==> config.mk <==
export PLATFORM = sky130hd
export DESIGN_NAME = timer_arbiter
export DESIGN_NICKNAME = d
export VERILOG_FILES = /design/src/rtl/timer_pkg.sv /design/src/rtl/rr_pick.sv /design/src/rtl/timer_arbiter.sv
export SDC_FILE = /design/constraint.sdc
export NUM_CORES = 1
export LEC_CHECK = 0
export CAP_MARGIN = 20
export CORE_MARGIN = 2
export CORE_UTILIZATION = 40
export CTS_CLUSTER_DIAMETER = 50
export CTS_CLUSTER_SIZE = 24
export DETAILED_ROUTE_END_ITERATION = 7
export MAX_ROUTING_LAYER = met4
export PLACE_DENSITY_LB_ADDON = 0.3
export SYNTH_ARGS = -nofsm -noshare
export SYNTH_HDL_FRONTEND = slang
export SYNTH_SLANG_ARGS = --single-unit
export TNS_END_PERCENT = 50
==> constraint.sdc <==
create_clock -name clk -period 7.1 [get_ports clk]
set_clock_uncertainty 0.1 [all_clocks]
set_input_delay 1.42 -clock clk [delete_from_list [all_inputs] [get_ports clk]]
set_output_delay 1.42 -clock clk [all_outputs]
set_load 0.005 [all_outputs]
==> src/rtl/timer_pkg.sv <==
// Shared types and defaults for the round-robin shared countdown timer.
package timer_pkg;

   typedef enum logic [1:0] {
      IDLE = 2'd0,
      RUN  = 2'd1,
      DONE = 2'd2
   } state_t;

   localparam int TICKS_PER_MS_24MHZ = 24000;
   localparam int DEF_NUM_REQ        = 4;
   localparam int DEF_DUR_W          = 16;
   localparam int DEF_TICK_DIV       = TICKS_PER_MS_24MHZ;

endpackage

==> src/rtl/rr_pick.sv <==
// Combinational round-robin selector: first set request at or above ptr, wrapping.
module rr_pick
   import timer_pkg::*;
#(
   parameter int NUM_REQ = DEF_NUM_REQ,
   parameter int IDX_W   = (NUM_REQ > 1) ? $clog2(NUM_REQ) : 1
) (
   input  logic [NUM_REQ-1:0] req,
   input  logic [IDX_W-1:0]   ptr,
   output logic [NUM_REQ-1:0] onehot,
   output logic [IDX_W-1:0]   idx
);

   logic found;
   int   cand;

   always_comb begin
      onehot = '0;
      idx    = '0;
      found  = 1'b0;
      cand   = 0;
      for (int k = 0; k < NUM_REQ; k++) begin
         cand = int'(ptr) + k;
         if (cand >= NUM_REQ) cand = cand - NUM_REQ;
         if (!found && req[cand]) begin
            found        = 1'b1;
            onehot[cand] = 1'b1;
            idx          = IDX_W'(cand);
         end
      end
   end

endmodule

==> src/rtl/timer_arbiter.sv <==
// One prescaled countdown timer shared round-robin among NUM_REQ requesters.
module timer_arbiter
   import timer_pkg::*;
#(
   parameter int NUM_REQ  = DEF_NUM_REQ,
   parameter int DUR_W    = DEF_DUR_W,
   parameter int TICK_DIV = DEF_TICK_DIV
) (
   input  logic                     clk,
   input  logic                     rst_n,
   input  logic                     enable,
   input  logic [NUM_REQ-1:0]       req,
   input  logic [NUM_REQ*DUR_W-1:0] duration,
   output logic [NUM_REQ-1:0]       grant,
   output logic [NUM_REQ-1:0]       done,
   output logic                     busy,
   output logic [DUR_W-1:0]         remaining
);

   localparam int IDX_W = (NUM_REQ > 1) ? $clog2(NUM_REQ) : 1;
   localparam int PRE_W = (TICK_DIV > 1) ? $clog2(TICK_DIV) : 1;

   state_t             state;
   logic [IDX_W-1:0]   ptr;
   logic [IDX_W-1:0]   owner;
   logic [PRE_W-1:0]   prescaler;
   logic [NUM_REQ-1:0] pick_onehot;
   logic [IDX_W-1:0]   pick_idx;

   function automatic logic [IDX_W-1:0] next_idx(input logic [IDX_W-1:0] i);
      return (i == IDX_W'(NUM_REQ - 1)) ? '0 : i + IDX_W'(1);
   endfunction

   rr_pick #(
      .NUM_REQ (NUM_REQ),
      .IDX_W   (IDX_W)
   ) u_rr_pick (
      .req    (req),
      .ptr    (ptr),
      .onehot (pick_onehot),
      .idx    (pick_idx)
   );

   // Abort and cancel both drop straight back to IDLE without a done pulse;
   // only cancel advances the pointer, so an enable abort re-grants the same owner.
   always_ff @(posedge clk) begin
      if (!rst_n) begin
         state     <= IDLE;
         grant     <= '0;
         done      <= '0;
         busy      <= 1'b0;
         remaining <= '0;
         prescaler <= '0;
         ptr       <= '0;
         owner     <= '0;
      end else begin
         done <= '0;
         case (state)
            IDLE: begin
               if (enable && (req != '0)) begin
                  grant     <= pick_onehot;
                  owner     <= pick_idx;
                  remaining <= duration[pick_idx*DUR_W +: DUR_W];
                  prescaler <= '0;
                  busy      <= 1'b1;
                  state     <= RUN;
               end
            end
            RUN: begin
               if (!enable) begin
                  grant     <= '0;
                  busy      <= 1'b0;
                  remaining <= '0;
                  state     <= IDLE;
               end else if (!req[owner]) begin
                  grant     <= '0;
                  busy      <= 1'b0;
                  remaining <= '0;
                  ptr       <= next_idx(owner);
                  state     <= IDLE;
               end else if (remaining == '0) begin
                  done  <= grant;
                  grant <= '0;
                  state <= DONE;
               end else if (prescaler == PRE_W'(TICK_DIV - 1)) begin
                  prescaler <= '0;
                  remaining <= remaining - DUR_W'(1);
               end else begin
                  prescaler <= prescaler + PRE_W'(1);
               end
            end
            DONE: begin
               ptr   <= next_idx(owner);
               busy  <= 1'b0;
               state <= IDLE;
            end
            default: begin
               grant     <= '0;
               busy      <= 1'b0;
               remaining <= '0;
               state     <= IDLE;
            end
         endcase
      end
   end

endmodule
==> flow_summary.toml <==
[logic_synthesis]
synth_edf_count = 0
synthCells = 452
synthesis.area_um2 = 3580
yosys_warnings = 0
ys.flop_type = "dfxtp_1"
avgSynthCellArea_um2 = 7.92
synth_top_family_by_area = "compound AO/OA/AOI/OAI gates"
synthArstFlopShare_pct = 0
ys_seq_elements = 46
synth_compound_area_share_pct = 26.5
synthSimpleGateAreaFrac_pct = 26.4
synth_cell_types = 67
synth-xor-area-share_pct = 3.18
syn_nets = 531
muxShareOfSynthArea_pct = 9.62
yosys.area_share.adder_pct = 2.80
synth-seq-area-share_pct = 25.7

[worst_hold_path]
min_from = "grant[0]"
hold_depth = 2
worstHoldEndpoint = "grant[0]"
min_path_type = "reg2reg"

[floorplan]
die_w_um = 98.6
die_h_um = 98.6
initial_core_util_pct = 41.2
dieArea_um2 = 9720
core_area_um2 = 8680
io_pins = 96
rows = 34

[sta]
min_period_ns = 4.37
hold_violations = 0
setup-tns-final_ns = 0
grt_setup_unrepaired = "false"
fin_crit_sh_pct = 61.6
report.final.slew_viol_count = 0
max_freq_mhz = 229
worst-slew-pin-transition_ns = 0.915
max_slew_margin_pct = 38.2
setup-violations-final = 0

[grt]
grtUsageMet2_pct = 35.1
grt-busiest-layer = "met2"
grt.met3_usage_pct = 4.40
gr-total-overflow = 0
grt_pass1_wl_um = 17900
grt_max_degree = 37
grt_pass1_vias = 3700
antenna_found_initial = 0
met1_usage_pct = 30.7
track_usage_pct = 23.1

[detailed_routing]
drt-initial-drc-count = 214
vias = 3867
wl_um = 11100
final_antenna_net_count = 0
drc = 0
dr.pass1.iters = 5
routedWlPerCell_um = 17.4
viasPerCell = 6.06

[clock_tree]
cts_setup_buffers = 0
ctsResizeCount = 0
cts_max_level = 2
clock_latency_ns = 0.31
cts_num_sinks = 46
hold_buffers = 0
cts_tree = "built"
clockRootBuffer = "clkbuf_8"
cts_max_path_buffers = 2
numCtsBuffers = 5
clk_pin_slew_ns = 0.09

[pwr]
netSwitchingPower_mw = 0.277
p_clk_share_pct = 22.9
combinationalPowerShare_pct = 37.5
worst_ir_drop_vdd_uv = 128
seq_power_share_pct = 39.5
power_leakage_nw = 1.63
swShare_pct = 36.5
p_int_mw = 0.482
power_density_nw_per_um2 = 164

[setup_path]
cp-end-kind = "flip-flop"
crit_required_ns = 7.23
critPathLaunchType = "input pin"
reg2reg_slack_ns = 3.21
path_class = "in2reg"
r2r-end = "remaining[8]"
path_cells = "clkdlybuf4s50_1 > mux4_2 > nand3_1 > a21oi_1 > nor3_2 > nand2_1 > o211ai_1"
cp_max_fo = 15
worst-endpoint-arrival_ns = 4.50
reg2regPathDepth = 9
cp_slowest_cell = "nor3_2"
slowest_delay_ns = 0.77
reg2reg_from = "ptr[0]"

[placed_design]
dpl.cell_count = 630
gp_congestion = 0.952
dp_hpwl_um = 8570
port_buffers = 95

[final_layout]
finish.utilization_pct = 53.4
num_antenna_cells = 0
drive_above_1_share_pct = 6.60
num-nets-final = 608
syn2layout_area_growth_pct = 29.4
fin_cells = 638

[flow_run]
cap_violations = 0

[outcome]
outcome = "completed"
## worst max-delay path, delay by kind of cell
| kind | cells | cell delay [ns] |
|---|---|---|
| AND/OR/NAND/NOR | 3 | 1.48 |
| buffers and inverters | 1 | 0.59 |
| multiplexers | 1 | 0.58 |
| AO/OA/AOI/OAI | 2 | 0.40 |
## kinds of logic after synthesis
group,after synthesis
and+or+nand+nor,178
adders and majority gates,8
muxes,27
DFF,46
xor gates and xnor gates,13
AOI/OAI and AO/OA,138
buffers and inverters,42
## flip-flops by register name (all words and copies together), names as in the netlist
name and flops:
owner 2, done 4, ptr 2, prescaler 15, state 2, grant 4
remaining 16, busy 1
## layout by cell type, fill, tap and decap left out, drive strengths merged, types with 15 or more instances in the layout
master / n
nor3: 18
o21ai: 25
dfxtp: 46
inv: 15
nand2: 29
nand3: 22
a21oi: 34
clkdlybuf4s50: 95
nor2: 43
## synthesized netlist by cell type, types with 12 or more instances
master	number	area, µm²
nor2_1	42	158
mux2i_1	13	130
nor3_1	15	75.1
dfxtp_1	46	921
nand2_1	29	109
inv_1	12	45.0
a21oi_1	33	165
nand4_1	12	75.1
nor4_1	12	75.1
o21ai_0	22	110
clkbuf_1	14	52.6
nand3_1	22	110
## per-stage QoR
step | hold WS, ns | cell area (µm²) | worst slack, ns | power, mW
finish | 0.389 | 4630 | 2.73 | 0.759
global placement | 0.364 | 4540 | 2.59 | 0.581
global route | 0.417 | 4630 | 2.42 | 0.804
detailed placement | 0.375 | 4540 | 2.49 | 0.585
CTS | 0.399 | 4630 | 2.82 | 0.760
floorplan | 0.357 | 3580 | 3.57 | 0.476
## power groups by stage
| stage | Combinational, mW | Sequential [mW] | Clock (mW) |
|---|---|---|---|
| 6_report | 0.285 | 0.300 | 0.174 |
| 5_1_grt | 0.311 | 0.303 | 0.190 |
| 4_1_cts | 0.282 | 0.299 | 0.179 |
| 3_5_place_dp | 0.280 | 0.305 | 0 |
| 3_3_place_gp | 0.275 | 0.305 | 0 |
| 2_1_floorplan | 0.178 | 0.297 | 0 |
## routing by layer
| metal | vias up | wire length, µm |
|---|---|---|
| met5 | - | 0 |
| met4 | 0 | 329 |
| met3 | 27 | 762 |
| met2 | 164 | 5080 |
| met1 | 1809 | 4960 |
| li1 | 1867 | - |
## worst max-delay path by stage
stage | start | to
2_1_floorplan | req[2] | remaining[4]
3_3_place_gp | req[2] | remaining[8]
3_5_place_dp | req[2] | remaining[8]
4_1_cts | req[2] | remaining[8]
5_1_grt | req[3] | remaining[1]
6_report | req[3] | remaining[0]
## cell type report
type                            count  area, µm²
Timing Repair Buffer               99        981
Fill cell                         847       4050
Tap cell                          108        135
Sequential cell                    46        921
Inverter                           13       48.8
Multi-Input combinational cell    364       2450
Clock inverter                      3       26.3
Clock buffer                        5       68.8
Note: power is estimated with default switching activity, not from simulation.
